## src/rtl/cache_mem_arbiter.sv

```systemverilog
// Arbitrates the single main memory between the I-cache and D-cache line-fill FSMs.
// Optional build macro ARB_ROUND_ROBIN_EN: ties in IDLE go to the cache that was not granted last.
module cache_mem_arbiter #(
    parameter int ADDR_W = 16,
    parameter int BEATS  = 8,
    parameter int CNT_W  = 4
) (
    input  logic              clk,
    input  logic              rst_n,
    input  logic              i_miss,
    input  logic [ADDR_W-1:0] i_addr,
    output logic              i_grant,
    output logic              i_data_valid,
    input  logic              d_miss,
    input  logic [ADDR_W-1:0] d_addr,
    output logic              d_grant,
    output logic              d_data_valid,
    output logic              mem_en,
    output logic [ADDR_W-1:0] mem_addr,
    input  logic              mem_data_valid,
    output logic              arb_busy
);

    localparam logic [CNT_W-1:0] LP_BEATS = CNT_W'(BEATS);

    typedef enum logic [1:0] {
        S_IDLE    = 2'd0,
        S_GRANT_I = 2'd1,
        S_GRANT_D = 2'd2,
        S_DRAIN   = 2'd3
    } state_t;

    state_t           r_state;
    state_t           w_state_nxt;
    state_t           w_tie_pick;
    logic [CNT_W-1:0] r_issue_cnt;
    logic [CNT_W-1:0] r_recv_cnt;
    logic [CNT_W-1:0] w_issue_nxt;
    logic [CNT_W-1:0] w_recv_nxt;
    logic             r_owner_i;
    logic             w_owner_i_nxt;
    logic             r_hold;
    logic             w_own_i;
    logic             w_own_d;
    logic             w_in_grant;
    logic             w_owner_miss;
    logic             w_beat;

    always_comb begin
        w_own_i      = (r_state == S_GRANT_I) | ((r_state == S_DRAIN) & r_owner_i);
        w_own_d      = (r_state == S_GRANT_D) | ((r_state == S_DRAIN) & ~r_owner_i);
        w_in_grant   = (r_state == S_GRANT_I) | (r_state == S_GRANT_D);
        w_owner_miss = (r_state == S_GRANT_I) ? i_miss : d_miss;

        i_grant      = w_own_i;
        d_grant      = w_own_d;
        mem_en       = w_in_grant & w_owner_miss & (r_issue_cnt < LP_BEATS);
        mem_addr     = '0;
        if (mem_en) begin
            mem_addr = (r_state == S_GRANT_I) ? i_addr : d_addr;
        end

        // Beats are steered to the owner even while draining; IDLE beats are dropped.
        i_data_valid = mem_data_valid & w_own_i;
        d_data_valid = mem_data_valid & w_own_d;
        w_beat       = mem_data_valid & (w_own_i | w_own_d) & (r_recv_cnt < r_issue_cnt);

        w_issue_nxt  = r_issue_cnt + CNT_W'(mem_en);
        w_recv_nxt   = r_recv_cnt + CNT_W'(w_beat);
        arb_busy     = (r_state != S_IDLE) | i_miss | d_miss;
    end

    always_comb begin
`ifdef ARB_ROUND_ROBIN_EN
        w_tie_pick = r_owner_i ? S_GRANT_D : S_GRANT_I;
`else
        w_tie_pick = S_GRANT_D;
`endif
        w_state_nxt   = r_state;
        w_owner_i_nxt = r_owner_i;
        case (r_state)
            S_IDLE: begin
                // r_hold keeps IDLE for one cycle so a just-finished owner's stale miss is not re-granted.
                if (!r_hold) begin
                    if (i_miss && d_miss) begin
                        w_state_nxt = w_tie_pick;
                    end else if (d_miss) begin
                        w_state_nxt = S_GRANT_D;
                    end else if (i_miss) begin
                        w_state_nxt = S_GRANT_I;
                    end
                end
                if (w_state_nxt == S_GRANT_I) begin
                    w_owner_i_nxt = 1'b1;
                end else if (w_state_nxt == S_GRANT_D) begin
                    w_owner_i_nxt = 1'b0;
                end
            end
            S_GRANT_I, S_GRANT_D: begin
                if ((r_issue_cnt == LP_BEATS) && (w_recv_nxt == LP_BEATS)) begin
                    w_state_nxt = S_IDLE;
                end else if (!w_owner_miss) begin
                    w_state_nxt = (w_recv_nxt == r_issue_cnt) ? S_IDLE : S_DRAIN;
                end
            end
            S_DRAIN: begin
                if (w_recv_nxt == r_issue_cnt) begin
                    w_state_nxt = S_IDLE;
                end
            end
            default: w_state_nxt = S_IDLE;
        endcase
    end

    always_ff @(posedge clk or negedge rst_n) begin
        if (!rst_n) begin
            r_state     <= S_IDLE;
            r_issue_cnt <= '0;
            r_recv_cnt  <= '0;
            r_owner_i   <= 1'b0;
            r_hold      <= 1'b0;
        end else begin
            r_state   <= w_state_nxt;
            r_owner_i <= w_owner_i_nxt;
            r_hold    <= (r_state != S_IDLE) && (w_state_nxt == S_IDLE);
            if (w_state_nxt == S_IDLE) begin
                r_issue_cnt <= '0;
                r_recv_cnt  <= '0;
            end else begin
                r_issue_cnt <= w_issue_nxt;
                r_recv_cnt  <= w_recv_nxt;
            end
        end
    end

`ifndef SYNTHESIS
    // Stray beats before the first grant after reset are residue of an aborted line, not errors.
    logic r_sim_granted;
    always_ff @(posedge clk or negedge rst_n) begin
        if (!rst_n) begin
            r_sim_granted <= 1'b0;
        end else begin
            if (r_state != S_IDLE) begin
                r_sim_granted <= 1'b1;
            end
            if (mem_data_valid && (w_own_i || w_own_d) && (r_recv_cnt >= r_issue_cnt)) begin
                $error("cache_mem_arbiter: beat returned with no read outstanding");
            end
            if (mem_data_valid && (r_state == S_IDLE) && r_sim_granted) begin
                $error("cache_mem_arbiter: memory beat while IDLE");
            end
        end
    end
`endif

endmodule

```

## config.mk

```make
export PLATFORM = sky130hd
export DESIGN_NAME = cache_mem_arbiter
export DESIGN_NICKNAME = d
export VERILOG_FILES = /design/src/rtl/cache_mem_arbiter.sv
export SDC_FILE = /design/constraint.sdc
export NUM_CORES = 1
export LEC_CHECK = 0
export CORE_MARGIN = 2
export CORE_UTILIZATION = 25
export DETAILED_ROUTE_END_ITERATION = 7
export HOLD_SLACK_MARGIN = 0.1
export PLACE_DENSITY = 0.65
export RECOVER_POWER = 100
export SLEW_MARGIN = 20
export SYNTH_ARGS = -nofsm -noshare
export SYNTH_HDL_FRONTEND = slang
export SYNTH_SLANG_ARGS = --single-unit
export TNS_END_PERCENT = 30
```

## constraint.sdc

```tcl
create_clock -name clk -period 3.8 [get_ports clk]
set_input_delay 0.57 -clock clk [delete_from_list [all_inputs] [get_ports clk]]
set_output_delay 0.57 -clock clk [all_outputs]
set_load 0.05 [all_outputs]
```

; Word level (Yosys, flattened, before mapping)
; Cells that the tools add are included.
[word_totals]
ff_bits = 12
latchBits = 0
ram_bits = 0
romBits = 0
inputBits = 37
word_cells = 58
memories = 0
[op_classes]
n_addsub = 2
n_mul = 0
div = 0
magnitude_cmp = 2
eq_ne = 8
shifts = 0
n_mux = 17
bitwise_logic = 15
n_reduce_logical = 9
[op_table]
columns = cell, n
row1 = $mux W16, 2
row2 = $mux W2, 9
row3 = $add A4 B1 Y4, 2
row4 = $and A1 B1 Y1, 8
row5 = $eq A4 B4 Y1 const B, 2
row6 = $mux W4, 2
row7 = $eq A2 B2 Y1 const B, 3
row8 = $or A1 B1 Y1, 6
row9 = $pmux W2 S3, 1
row10 = $eq A2 B1 Y1 const B, 2
row11 = $eq A4 B4 Y1, 1
row12 = $logic_not A2 Y1, 2
row13 = $lt A4 B4 Y1, 1
row14 = $lt A4 B4 Y1 const B, 1
row15 = $reduce_bool A2 Y1, 2
row16 = $logic_and A1 B1 Y1, 3
row17 = $mux W1, 3
row18 = $reduce_and A2 Y1, 1
row19 = $reduce_or A2 Y1, 1
row20 = $not A1 Y1, 1

; Longest topological paths before layout
; Gate-level depths: netlist of the first run.
[logic_depth]
ltp_word = 14
depth_mapped = 14
ltp_nobuf = 13

; Least setup slack after synthesis of the first run
; OpenSTA, ideal clock, no wires.
[synth_timing]
path_type = reg2reg
start = reg r_state[1]
end = reg r_issue_cnt[2]
setup_ps = 82
t_arrival_ps = 2724
required_time_ps = 3718
slack_ps = 995
stages_incl_launch_ff = 12
path_buffers = 2
period_less_slack_ps = 2805
path_cell_list = dfrtp_1 -> inv_1 -> ha_1 -> buf_2 -> mux2i_1 -> nand3b_1 -> clkbuf_1 -> inv_1 -> ha_1 -> ha_1 -> xnor2_1 -> a31oi_1
[synth_between]
elab_cells_between_ends = 33
classes_between = add/sub (2) / eq/ne (5) / mux (12) / bitwise (10) / reduce/logical (4)
[synth_lines]
columns = element, line
row1 = "start, declared", 33  ; state_t r_state;
row2 = "start signal, assigned", 123  ; r_state <= w_state_nxt;
row3 = $eq A2 B1 Y1 or $eq A2 B2 Y1 (tied branches), "52, 53"
row4 = $or A1 B1 Y1 or $mux W1 (tied branches), "52, 53"
row5 = $and A1 B1 Y1 * (2 in series), 57  ; mem_en = w_in_grant & w_owner_miss & (r_issue_cnt < LP_BEATS);
row6 = named net mem_en, 18  ; output logic mem_en,
row7 = $add A4 B1 Y4 *, 68  ; w_issue_nxt = r_issue_cnt + CNT_W'(mem_en);
row8 = $mux W4 *, 126  ; if (w_state_nxt == S_IDLE) begin
row9 = "end signal, assigned", 130  ; r_issue_cnt <= w_issue_nxt;
row10 = "end, declared", 36  ; logic [CNT_W-1:0] r_issue_cnt;
; The timed path passes the listed nets; every way through them passes the cells marked *. The select of a mux whose other input is x is not followed.
; A chain may end at the register's enable or synchronous reset.

; Worst setup path in the final report of the first run
[layout_timing]
start = in i_miss
end = out mem_addr[2]
[layout_between]
elab_chain_len = 4
[layout_rtl]
columns = element, line
row1 = "start, declared", 10  ; input logic i_miss,
row2 = $mux W1, 53  ; w_owner_miss = (r_state == S_GRANT_I) ? i_miss : d_miss;
row3 = $and A1 B1 Y1 (2 in series), 57
row4 = $mux W16, 59  ; if (mem_en) begin
row5 = "end, declared", 19  ; output logic [ADDR_W-1:0] mem_addr,
; No other way between the ends.

==> results of run 1 <==
-- final cells by class --
| cell class | instances | area [sq um] |
|---|---|---|
| Clock buffer | 4 | 55.1 |
| Inverter | 12 | 45.0 |
| Timing Repair Buffer | 59 | 482 |
| Fill cell | 469 | 2680 |
| Sequential cell | 12 | 300 |
| Tap cell | 52 | 65.1 |
| Multi-Input combinational cell | 105 | 790 |
-- kinds of logic after synthesis --
group           synth area share, %
buf+inv                        5.84
compound gates                 12.9
simple gates                   20.1
fa+ha+maj                      13.0
flops                          25.9
mux                            14.7
xor+xnor                       7.57
-- registers in the layout, indices dropped and copies added, names as in the netlist --
name	cells
r_issue_cnt	4
r_state	2
r_recv_cnt	4
r_owner_i	1
r_hold	1
-- layout by cell type (no fill, tap or decap), drive strengths merged, types with 2 or more instances in the layout --
| master | Yosys | layout |
|---|---|---|
| clkdlybuf4s50 | 0 | 34 |
| clkbuf | 1 | 21 |
| nor2 | 20 | 20 |
| mux2i | 17 | 17 |
| inv | 12 | 12 |
| ha | 12 | 12 |
| dfrtp | 12 | 12 |
| a31oi | 8 | 8 |
| dlygate4sd3 | 0 | 7 |
| nor2b | 5 | 5 |
| xor2 | 5 | 5 |
| xnor2 | 5 | 5 |
| o21ai | 4 | 4 |
| nand2 | 4 | 4 |
| a21oi | 3 | 3 |
| a21o | 3 | 3 |
| nand2b | 2 | 2 |
| nand3 | 2 | 2 |
| nand4 | 2 | 2 |
| nand3b | 2 | 2 |
| and2 | 2 | 2 |
| nor4 | 2 | 2 |
-- metrics by stage --
| step | worst slack, ns | area, sq um | std cells | power (uW) |
|---|---|---|---|---|
| after floorplan | 0.995 | 1160 | 134 | 782 |
| after global placement | 0.737 | 1960 | 240 | 1170 |
| after detailed placement | 0.673 | 1960 | 240 | 1180 |
| after CTS | 0.640 | 2010 | 244 | 1330 |
| after global routing | 0.313 | 1740 | 244 | 1170 |
| final | 0.586 | 1740 | 244 | 1100 |
-- worst paths after layout --
kind | startpoint | to | slack [ns] | depth (start not counted)
max in group asynchronous | rst_n | r_issue_cnt[0] | 2.69 | 1
min in group asynchronous | rst_n | r_recv_cnt[1] | 0.76 | 1
setup reg to reg | r_issue_cnt[1] | r_state[0] | 0.62 | 13
hold reg to reg | r_owner_i | r_owner_i | 0.56 | 2
setup / recovery | i_miss | mem_addr[2] | 0.59 | 5
hold / removal | r_owner_i | r_owner_i | 0.56 | 2
-- Yosys cell counts (2+ instances only) --
library cell  count
nand4_1           2
nand2b_1          2
a21oi_1           3
mux2i_1          17
nand3b_1          2
ha_1             12
xor2_1            5
o21ai_0           4
nand2_1           4
nor2b_1           5
a31oi_1           8
buf_2             3
and2_1            2
dfrtp_1          12
nor2_1           20
inv_1            12
xnor2_1           5
nand3_1           2
a21o_1            3
-- routing by layer --
metal / part of all wire, % / up-vias / track usage, %
met1: 46 / 542 / 15.7
met4: 0.56 / 0 / 4.61
met3: 8.8 / 2 / 2.64
met2: 44 / 57 / 22.1
li1: - / 583 / -
met5: 0 / - / 0
-- worst max-delay path, delay by kind of cell --
kind / cells / cell delay [ns]
muxes: 1 / 0.16
and+or+nand+nor: 2 / 0.84
buffers and inverters: 2 / 1.07
-- power breakdown --
part | total [uW] | internal, uW | switching (uW)
Sequential | 181 | 154 | 27.3
Combinational | 777 | 238 | 540
Clock | 138 | 91.4 | 46.1
==> out/qor.csv, run 1 <==
metric,value,unit
status,"complete, no violations",
layout-drive-gt1-share,3.65,%
diodes,0,
finalHoldViolations,0,
ctsHoldBuffers,0,
grt_usage,12.8,%
antenna_left,0,
fin_tns_setup,0,ns
cp-end-kind,output pin,
rsz0062_at_grt,false,
hold_path_class,flip-flop to flip-flop,
critPathMaxStageDelay,0.59,ns
grt-ovfl-total,0,
synth_warnings,0,
hpwlAfterDp,2650,microns
leakagePower,0.000745,uW
drc,0,
cts_tree,yes,
coreArea,4410,sq um
yosysUniqueCellTypes,30,
syn_inst,134,
hold_ws,0.558,ns
cts_setup_buffers,0,
path_cells,dlygate4sd3_1 -> mux2i_1 -> nand3b_1 -> nor2_1 -> clkbuf_1,
avgSynthCellArea,8.64,sq um
fin_skew,0.00269,ns
clock-sinks,12,
cts_resized,0,
clkTransAtPathRegs,0.05,ns
ir_drop,0.300,mV
grt_pass1_wl,5280,microns
cp.arrival,2.64,ns
slew_headroom,55.0,%
synth_area,1160,sq um
place.gp.congestion,0.766,
drt_wl_total,3410,microns
postLayoutCoreUtil,39.3,%
root_buffer,clkbuf_8,
setup_viol,0,
ios,59,
drt_iter0_drc,33,
maxSlewViolCount,0,
vias,1184,
cp_max_fo,17,
tightestPinTransition,0.673,ns
vias_per_cell,4.85,
crit_type,input pin to output pin,
areaGrowthSynthToFinish,50.1,%
final.min_clock_period,3.21,ns
synthArstFlopShare,100,%
numCtsBuffers,3,
crit_required,3.23,ns
start_util,26.2,%
wl_per_cell,14.0,microns
syn_nets,183,
drv_cap,0,
clock.fmax,0.311,GHz
yosys_register_bits,12,
finalNetCount,242,
antenna_found_initial,0,
ys_seq_area_share,25.9,%
drtPass1Iterations,4,
synth_area_leaders,"dfrtp_1 (26%), mux2i_1 (15%), ha_1 (13%), nor2_1 (6.5%), a31oi_1 (4.3%)",
rows,24,
synth_edf_count,0,
h-tree-depth,1,
dominantRegCellSynth,dfrtp_1,
fp.dieArea,5190,sq um
grt_max_degree,18,
netlist.area_leader.share,25.9,%
portBuffers,58,
clkLatencyLatePin,0.24,ns
start_kind,input pin,
die_x,72.0,microns
period_share,84.6,%
power_density,631,nW/um^2
yosys.area.top_type,dfrtp_1,
die_h,72.0,microns
clock_path_buffers,2,
grt_pass1_vias,1128,
slowest_stage,nand3b_1,
No activity file was read; power rests on OpenSTA's default activity.
==> inputs of run 2 (changes only) <==
- clock period: 3.8 -> 3.27 ns (I/O delays scaled with it)
==> run 2 against run 1 <==
Sequential power grew 17%. First-iteration DRC count shrank 36%. Setup slack lost 0.40 ns. Critical endpoint is now r_hold. Core utilization grew 1.3 points. Via count grew 0.59%.
==> out/qor.csv, run 2 (same netlist as run 1, synthesis figures left out) <==
metric,value,unit
grt_pass1_wl,5040,microns
crit_type,flip-flop to flip-flop,
power_density,747,nW/um^2
die_h,72.0,microns
min_from,r_owner_i,
wl_per_cell,13.7,microns
ios,59,
reg2reg_slack,0.18,ns
place.gp.congestion,0.797,
drt_iter0_drc,21,
status,"complete, no violations",
fp.dieArea,5190,sq um
vias,1191,
clock.fmax,0.324,GHz
reg.largest.list,"r_issue_cnt: 4 flops, r_recv_cnt: 4 flops, r_state: 2 flops",
worstRegToRegCells,13,
setup_viol,0,
cp-end-kind,flip-flop,
cp_max_fo,5,
hold_path_class,flip-flop to flip-flop,
final_cell_mix,"clkdlybuf4s50_1 (34), nor2_1 (20), mux2i_1 (17), clkbuf_2 (17)",
clock_path_buffers,2,
holdPathStages,2,
start_kind,flip-flop,
hpwlAfterDp,2630,microns
cts_tree,yes,
tightestPinTransition,0.632,ns
rows,24,
cts_setup_buffers,0,
antenna_left,0,
finalNetCount,244,
cp.arrival,3.27,ns
grt_usage,11.9,%
root_buffer,clkbuf_8,
numCtsBuffers,3,
start_util,26.2,%
die_x,72.0,microns
r2r-start,r_issue_cnt[1],
coreArea,4410,sq um
h-tree-depth,1,
drc,0,
crit_required,3.45,ns
areaGrowthSynthToFinish,55.1,%
antenna_found_initial,0,
clkLatencyLatePin,0.24,ns
drtPass1Iterations,4,
leakagePower,0.000814,uW
ctsHoldBuffers,0,
drt_wl_total,3380,microns
layout-drive-gt1-share,14.4,%
portBuffers,58,
period_share,94.4,%
grt_max_degree,18,
cts_resized,0,
min_to,r_owner_i,
fin_tns_setup,0,ns
final_common_cell,clkdlybuf4s50_1,
maxSlewViolCount,0,
ir_drop,0.303,mV
grt-ovfl-total,0,
diodes,0,
drv_cap,0,
slew_headroom,57.7,%
grt_pass1_vias,1118,
totalPowerFinal,1340,uW
clkTransAtPathRegs,0.05,ns
final.min_clock_period,3.09,ns
clock-sinks,12,
fin_skew,0.00518,ns
finalHoldViolations,0,
rsz0062_at_grt,false,
r2r-end,r_hold,
vias_per_cell,4.84,
## run 2: stage by stage
step	setup WS, ns	instance area, sq um	std cells	hold WS (ns)	util (%)
2_1_floorplan	0.465	1160	134	0.195	-
3_3_place_gp	0.169	1970	241	0.546	44.5
3_5_place_dp	0.144	1970	241	0.564	44.5
4_1_cts	0.112	2020	245	0.584	45.8
5_1_grt	0.0199	1800	246	0.632	40.7
6_report	0.183	1800	246	0.594	40.7
## run 2: worst max-delay path by stage
stage,startpoint,end,slack [ns],cells after the start
after global routing,r_issue_cnt[1],r_issue_cnt[1],0.02,13
after detailed placement,r_issue_cnt[1],r_hold,0.14,13
after CTS,r_issue_cnt[1],r_hold,0.11,13
after floorplan,r_state[1],r_issue_cnt[2],0.46,11
final,r_issue_cnt[1],r_hold,0.18,13
after global placement,r_issue_cnt[1],r_hold,0.17,13
## run 2: worst max-delay path, stage by stage, from the launching register on
cell      delay, ns
dfrtp_1        0.44
inv_1          0.07
ha_1           0.29
a21oi_1        0.14
nor2b_1        0.06
o21ai_0        0.14
and3_1         0.17
ha_1           0.18
ha_1           0.28
nor4_2         0.34
nand4_1        0.14
o211ai_1       0.34
a221o_2        0.24
and4_1         0.20
## run 2: routing by layer
metal / up-vias / global-route usage [%] / share of wire [%]
met5: - / 0 / 0
met4: 0 / 2.52 / 0.41
met3: 3 / 2.36 / 9.6
met2: 54 / 19.9 / 44
met1: 543 / 16.0 / 46
li1: 591 / - / -
## run 2: cell type report
cell class,instances,area (sq um)
Multi-Input combinational cell,106,820
Clock buffer,4,55.1
Timing Repair Buffer,60,510
Sequential cell,12,300
Inverter,12,45.0
Fill cell,439,2620
Tap cell,52,65.1
## run 2: report_power, final
part,internal [uW],switching (uW)
Sequential,178,32.7
Clock,106,55.0
Combinational,322,647
==> inputs of run 3 (changes only) <==
- CTS_CLUSTER_SIZE: default -> 20
==> results of run 3 <==
Same layout as run 2: the final DEF is identical, and so are final timing and power.
